`src/rtl/btb_ctrl.sv`:
```
// Branch target buffer controller: tracks IF/ID/EX prediction records, resolves
// branches in EX, redirects fetch on mispredict and allocates BTB entries on misses.
module btb_ctrl #(
  parameter logic [15:0] CNT_SAT = 16'hFFFF
) (
  input  logic        clock,
  input  logic        reset,
  input  logic        stall,
  input  logic [31:0] fetch_pc,
  input  logic        bt_hit,
  input  logic        bt_branch,
  input  logic [31:0] bt_target,
  input  logic        ex_valid,
  input  logic        ex_is_branch,
  input  logic        ex_taken,
  input  logic [31:0] ex_pc,
  input  logic [31:0] ex_target,
  output logic        enable_ram,
  output logic        do_write,
  output logic [31:0] next_pc,
  output logic        flush,
  output logic [15:0] mispredict_cnt
);

  typedef struct packed {
    logic        valid;
    logic        hit;
    logic        pred_taken;
    logic [31:0] pred_target;
  } rec_t;

  typedef enum logic [1:0] {IDLE, RUN, RECOVER, WRITE} state_t;

  state_t          r_state, w_state_nx;
  rec_t [2:0]      r_rec;          // [0]=IF, [1]=ID, [2]=EX
  logic [31:0]     r_redirect;
  logic            r_mis;
  logic [15:0]     r_cnt;

  rec_t            w_rec_in;
  rec_t            w_ex;
  logic            w_act_taken;
  logic            w_mis;
  logic            w_alloc;
  logic            w_resolve;

  assign w_rec_in    = {1'b1, bt_hit, bt_hit & bt_branch, bt_target};
  assign w_ex        = r_rec[2];
  assign w_act_taken = ex_is_branch & ex_taken;
  assign w_mis       = (w_act_taken != w_ex.pred_taken) |
                       (w_act_taken & w_ex.pred_taken & (ex_target != w_ex.pred_target));
  assign w_alloc     = ex_is_branch & ~w_ex.hit;
  assign w_resolve   = (r_state == RUN) & ~stall & ex_valid & w_ex.valid;

  assign mispredict_cnt = r_cnt;

  always_ff @(posedge clock) begin
    if (reset) begin
      r_state    <= IDLE;
      r_rec      <= '0;
      r_redirect <= '0;
      r_mis      <= 1'b0;
      r_cnt      <= '0;
    end else begin
      r_state <= w_state_nx;
      if (!stall)
        r_rec <= {r_rec[1], r_rec[0], w_rec_in};
      // wrong-path instructions in IF/ID are killed even while stalled
      if (flush) begin
        r_rec[0].valid <= 1'b0;
        r_rec[1].valid <= 1'b0;
      end
      if (w_resolve) begin
        r_redirect <= w_act_taken ? ex_target : ex_pc + 32'd4;
        r_mis      <= w_mis;
        if (w_mis && r_cnt != CNT_SAT)
          r_cnt <= r_cnt + 16'd1;
      end
    end
  end

  always_comb begin
    w_state_nx = r_state;
    enable_ram = 1'b0;
    do_write   = 1'b0;
    flush      = 1'b0;
    case (r_state)
      IDLE: w_state_nx = RUN;
      RUN: begin
        enable_ram = ~stall;
        if (w_resolve && w_alloc)    w_state_nx = WRITE;
        else if (w_resolve && w_mis) w_state_nx = RECOVER;
      end
      RECOVER: begin
        enable_ram = 1'b1;
        flush      = 1'b1;
        w_state_nx = RUN;
      end
      WRITE: begin
        enable_ram = 1'b1;
        do_write   = 1'b1;
        flush      = r_mis;
        w_state_nx = RUN;
      end
      default: w_state_nx = IDLE;
    endcase
    // reset takes effect on outputs immediately, aborting RECOVER/WRITE
    if (reset) begin
      enable_ram = 1'b0;
      do_write   = 1'b0;
      flush      = 1'b0;
    end
    if (flush)
      next_pc = r_redirect;
    else if (bt_hit && bt_branch && !reset)
      next_pc = bt_target;
    else
      next_pc = fetch_pc + 32'd4;
  end

endmodule

```
`config.mk`:
```
export PLATFORM = sky130hd
export DESIGN_NAME = btb_ctrl
export DESIGN_NICKNAME = d
export VERILOG_FILES = /design/src/rtl/btb_ctrl.sv
export SDC_FILE = /design/constraint.sdc
export NUM_CORES = 1
export LEC_CHECK = 0
export CAP_MARGIN = 0
export CORE_UTILIZATION = 35
export CTS_BUF_LIST = sky130_fd_sc_hd__clkbuf_8
export DETAILED_ROUTE_END_ITERATION = 8
export MAX_ROUTING_LAYER = met4
export PLACE_DENSITY_LB_ADDON = 0.3
export REMOVE_ABC_BUFFERS = 1
export SLEW_MARGIN = 20
export SYNTH_ARGS = -nofsm -noshare
export SYNTH_HDL_FRONTEND = slang
export SYNTH_SLANG_ARGS = --single-unit
```
`constraint.sdc`:
```
create_clock -name clock -period 7.2 [get_ports clock]
set_clock_uncertainty 0.1 [all_clocks]
set_input_delay 1.44 -clock clock [delete_from_list [all_inputs] [get_ports clock]]
set_output_delay 1.44 -clock clock [all_outputs]
set_load 0.01 [all_outputs]
```
Yosys cells after proc, flatten, opt, wreduce, memory -nomap -nowiden --
Cells that the tools add are included.
Word-level totals: bits in registers 156, bits of input ports 136, output and inout port bits 51
Operators by class: add/subtract/negate cells 3, equal/unequal tests 7, multiplexer cells 12, bitwise logic cells 11, reduce and logical (&&, ||, !) cells 11
Operator list (count):
- 2-to-1 mux 32 bit | 3
- adder 32 x 3 -> 32 bit (second input constant) | 2
- != test 32 bit | 1
- adder 16 x 1 -> 16 bit (second input constant) | 1
- != test 16 bit (second input constant) | 1
- bitwise AND 1 bit | 8
- logical AND 1 bit | 5
- equality test 2 bit (second input constant) | 2
- 2-to-1 mux 1 bit | 4
- 2-to-1 mux 2 bit | 2
- case mux 1 bit (2 select lines) | 2
- case mux 2 bit (2 select lines) | 1
- OR reduction 2 bit | 2
- != test 3 x 1 -> 1 bit (second input constant) | 1
- OR reduction 3 bit | 1
- equality test 2 x 1 -> 1 bit (second input constant) | 1
- logical NOT 2 bit | 1
- NOT 1 bit | 2
- AND reduction 2 bit | 1
- logical NOT 1 bit | 1
- != test 1 bit | 1
- bitwise OR 1 bit | 1

Logic depth before layout (Yosys ltp) --
word-level depth 8, mapped depth 10

Worst setup path before layout --
Ideal clock, no wire load.
path type input to output, start point in fetch_pc[11], end point out next_pc[24], data arrival time 2948 ps, data required time 5660 ps, setup slack 2712 ps, stages 7, path buffers 1, cell sequence and4_1 -> nand4_1 -> clkbuf_1 -> nor4b_1 -> xnor2_1 -> mux2i_1 -> o21ai_0
Between the ends: cells in the longest elaborated chain, start to end 3
Ends and longest elaborated chain:
- start: declaration | RTL line 9 | input logic [31:0] fetch_pc,
- adder 32 x 3 -> 32 bit | RTL line 118 | next_pc = fetch_pc + 32'd4;
- 2-to-1 mux 32 bit | RTL line 115 | else if (bt_hit && bt_branch && !reset)
- 2-to-1 mux 32 bit | RTL line 113 | if (flush)
- end: declaration | RTL line 20 | output logic [31:0] next_pc,
No other way between the ends.

Worst setup path after layout --
start point in fetch_pc[11], end point out next_pc[21]
The elaborated chain is that of the path after synthesis.

==> results.md <==
- At the worst endpoint, the arrival time is 4.49 ns.
- The total of warnings raised by yosys is 0.
- The class of the worst hold path is flip-flop to flip-flop.
- The critical path startpoint category is an input pin.
- The worst setup path is captured at an output port.
- The terminating pin of the worst hold path is r_redirect[28].
- Post-CTS repair changed the size of 0 cells.
- The cell count after placement is 1420.
- The most frequently used flop master after synthesis is sky130_fd_sc_hd__dfxtp_1.
- The tool flagged a number of max-cap violations equal to 0.
- Counting along the longest clock path gives a buffer depth of 2.
- Entering global routing, the biggest net connects 70 pins.
- CTS built an H-tree with a depth of 4.
- Of the total power, the clock network draws 0.381.
- The count of routing violations after the opening detailed-route iteration is 476.
- The number of cells on the worst hold path is 2.
- The startpoint identified for the worst register-to-register timing path is r_rec[94].
- The peak fanout along the critical path is 14.
- Summing every instance area after synthesis gives 8170 sq um.
- The worst register-to-register path has a depth of 6.
- The count of final max-slew check failures was 0.
- The worst setup slack for register-to-register paths is 4.63 ns.
- The required time at the worst-slack endpoint is 5.66 ns.
- TritonCTS created 17 clock buffers.
- The clock latency reported for the late side of the worst-skew pair is 0.46 ns.
- Dividing the final minimum period by the clock period gives 0.838.
- The measured slew at the worst slew-check pin is 0.941 ns.
- The count of mapped cells out of synthesis is 977.
- The area of the placeable core is 22800 sq um.
- Clock tree synthesis found a total of 156 sinks.
- The internal power summed over all cells is 1.39 mW.
- Of the total power, the share spent switching nets is 0.276.
- For this run, the number of standard cells in the final layout without fillers is 1455.
- The first detailed-routing pass ran for 5 iterations.
- The endpoint of the worst register-to-register path is mispredict_cnt[14].
- Leaving out fill and tap cells, the most frequent cell in the layout is sky130_fd_sc_hd__clkdlybuf4s50_1.
- The detail route stage leaves a number of antenna-violating nets equal to 0.
- In this run the vertical extent of the chip is 155 um.
- The number of unique standard cell types used by synthesis is 50.
- Summed over all failing endpoints, the final setup total negative slack is 0 ns.
- The number of antenna violations at the first check in global routing is 3.
- Synthesis inferred 156 register bits.
- Power spread over the standard cell area amounts to 180 nW/um^2.
- The number of setup buffers added after CTS is 0.
- The boundary pin count is 187.
- Yosys mapped a number of flops with a built-in enable equal to 0.
- The share of total power in combinational logic is 0.152.
- For this run, the register share of the synthesized area comes to 0.382.
- The ratio of cells with drive above 1 in the final layout is 0.0465.
- The flow ran to the end, and the final reports show no timing, DRC or antenna violations.
- From left edge to right edge, the die measures 155 um.
- The number of buffers inserted by port buffering is 186.
- For this run, asynchronously set or reset flops after synthesis account for 0.
- The routed via count divided by cell count is 5.06.
- The global-route wire length before repair is 37600 um.
- The initial utilization of the core area, before any placement, comes to 0.359.
- The final hold violation count was 0.
- The sequential power share is 0.467.
- The library cells used most frequently in the layout, excluding fill and tap cells, are sky130_fd_sc_hd__clkdlybuf4s50_1 (184), sky130_fd_sc_hd__nor2_1 (172), sky130_fd_sc_hd__dfxtp_1 (156).
- The initialized floorplan defines 55 standard-cell rows.
- The root buffer cell chosen for the clock tree is sky130_fd_sc_hd__clkbuf_8.
- The TritonCTS clock tree is done.
- The final weighted congestion in routability-driven placement is 0.888.
- The area growth from synthesis to layout is 30.8%.
- After detailed routing, the average wire length per cell comes to 16.8 um.
- The via count of the first global-routing pass came to 6861.
- The sequential cell area in the final layout is 3120 sq um.
- The total via count in the routed design is 7363.
- The final global-route overflow total is 0.
- The worst setup path is of the input pin to output port kind.
- The total area of multi-input combinational cells is 4760 sq um.
- Clock-pin slew was measured on the worst setup and hold paths at 0.10 ns.
- After filler insertion, the fill cell instance count of the layout stands at 2248.
- Summed over all nets, the half-perimeter wirelength after detailed placement is 17900 um.
- The die covers 23900 sq um.
- The net switching power is 0.529 mW.
- The residual DRC count is 0.
- The number of setup violations in the final report is 0.
- The layout net count is 1266.
- The fmax is 0.166 GHz.
- The maximum VDD drop is 0.102 mV.
- The worst hold path begins at r_redirect[28].
- The analysis attributes to cell leakage a power of 4.21 nW.
- After detailed routing, the total wire length is 24500 um.
- Each instance of the synthesized netlist takes up on average 8.36 sq um.
- The relative slew slack is 0.372.
- Across every metal layer, demand over resource in global routing totals 0.212.
- The number of hold buffers added after CTS was 0.
- Setup repair after global routing left no endpoint under its margin.
- For the finished layout, the period the worst path requires is 6.03 ns.
[cell usage after synthesis (all sizes together) (2+ instances only)]
cell type,n,share of area
or4,3,0.0032
nor2b,2,0.0015
nor2,172,0.079
nand3,25,0.015
and4,9,0.0097
nor4b,3,0.0032
a311oi,4,0.0043
o21ai,58,0.036
buf,19,0.0098
inv,9,0.0041
mux2i,123,0.15
or3,11,0.0084
a31oi,2,0.0015
nand4,26,0.022
a221oi,3,0.0032
xnor2,29,0.031
and3b,2,0.0021
nor3,9,0.0055
a21oi,50,0.032
nand2,74,0.034
dfxtp,156,0.38
or2,2,0.0015
clkbuf,45,0.021
a21o,6,0.0055
and3,11,0.0084
o2111ai,2,0.0021
nand2b,3,0.0023
o31ai,4,0.0043
a211oi,12,0.011
nor4,24,0.022
ha,4,0.0061
xor2,60,0.064
nand3b,2,0.0018
and2,6,0.0046
[flip-flops by register name, summed over array words and instances, names as in the netlist]
name and flops:
r_rec 105, r_redirect 32, mispredict_cnt 16, r_state 2
r_mis 1
[cell families (layout without fill, tap and decap cells)]
logic type,after synthesis,in the layout,share of synthesized area
adders and majority gates,4,4,0.00613
AOI/OAI and AO/OA,144,144,0.102
other,0,3,0
DFF,156,156,0.382
buffers and inverters,74,236,0.0351
muxes,123,123,0.151
xor gates and xnor gates,89,89,0.0954
and+or+nand+nor,387,387,0.228
[how the worst max path moves through the flow]
stage / start / endpoint / depth (start not counted)
floorplan: ex_taken / mispredict_cnt[1] / 6
global placement: fetch_pc[11] / next_pc[21] / 8
detailed placement: fetch_pc[11] / next_pc[21] / 8
CTS: fetch_pc[11] / next_pc[21] / 8
global route: fetch_pc[11] / next_pc[21] / 8
finish: fetch_pc[11] / next_pc[21] / 8
[layout make-up]
type | instances | share of cell area
clock buffers | 17 | 0.0219
diodes | 3 | 0.000703
well taps | 313 | 0.0367
flip-flops and latches | 156 | 0.292
repair buffers | 194 | 0.180
inverters | 10 | 0.00351
multi-input cells | 747 | 0.446
clock inverters | 15 | 0.0191
[power by group through the flow]
stage	Combinational [mW]	Sequential (mW)	Clock (mW)
floorplan	0.107	0.914	0
global placement	0.290	0.916	0
detailed placement	0.291	0.917	0
CTS	0.293	0.897	0.749
global route	0.315	0.900	0.784
finish	0.291	0.897	0.730
[metal layers]
metal  wire, um  share of wire  vias up  track usage
met3       1010          0.041       44       0.0291
met5          0              0        -            -
li1           -              -     3699            -
met1      11700           0.48     3429        0.277
met2      11000           0.45      191        0.323
met4        748          0.031        0        0.101
[critical path: stages]
cell	delay (ns)
sky130_fd_sc_hd__clkdlybuf4s50_1	0.55
sky130_fd_sc_hd__and4_1	0.28
sky130_fd_sc_hd__nand4_1	0.52
sky130_fd_sc_hd__nor4b_1	0.56
sky130_fd_sc_hd__xor2_1	0.25
sky130_fd_sc_hd__mux2i_1	0.10
sky130_fd_sc_hd__o21ai_0	0.21
sky130_fd_sc_hd__clkdlybuf4s50_1	0.57
[through the flow]
| stage | hold slack [ns] | power [mW] | cell area (sq um) | worst slack (ns) | util |
|---|---|---|---|---|---|
| 6_report | 0.361 | 1.92 | 10700 | 1.17 | 0.469 |
| 3_3_place_gp | 0.342 | 1.21 | 10200 | 1.20 | 0.449 |
| 3_5_place_dp | 0.346 | 1.21 | 10200 | 1.19 | 0.449 |
| 2_1_floorplan | 0.326 | 1.02 | 7920 | 2.57 | - |
| 4_1_cts | 0.359 | 1.94 | 10700 | 1.18 | 0.468 |
| 5_1_grt | 0.386 | 2.00 | 10700 | 0.874 | 0.469 |
Power figures use the tool's default switching activity.
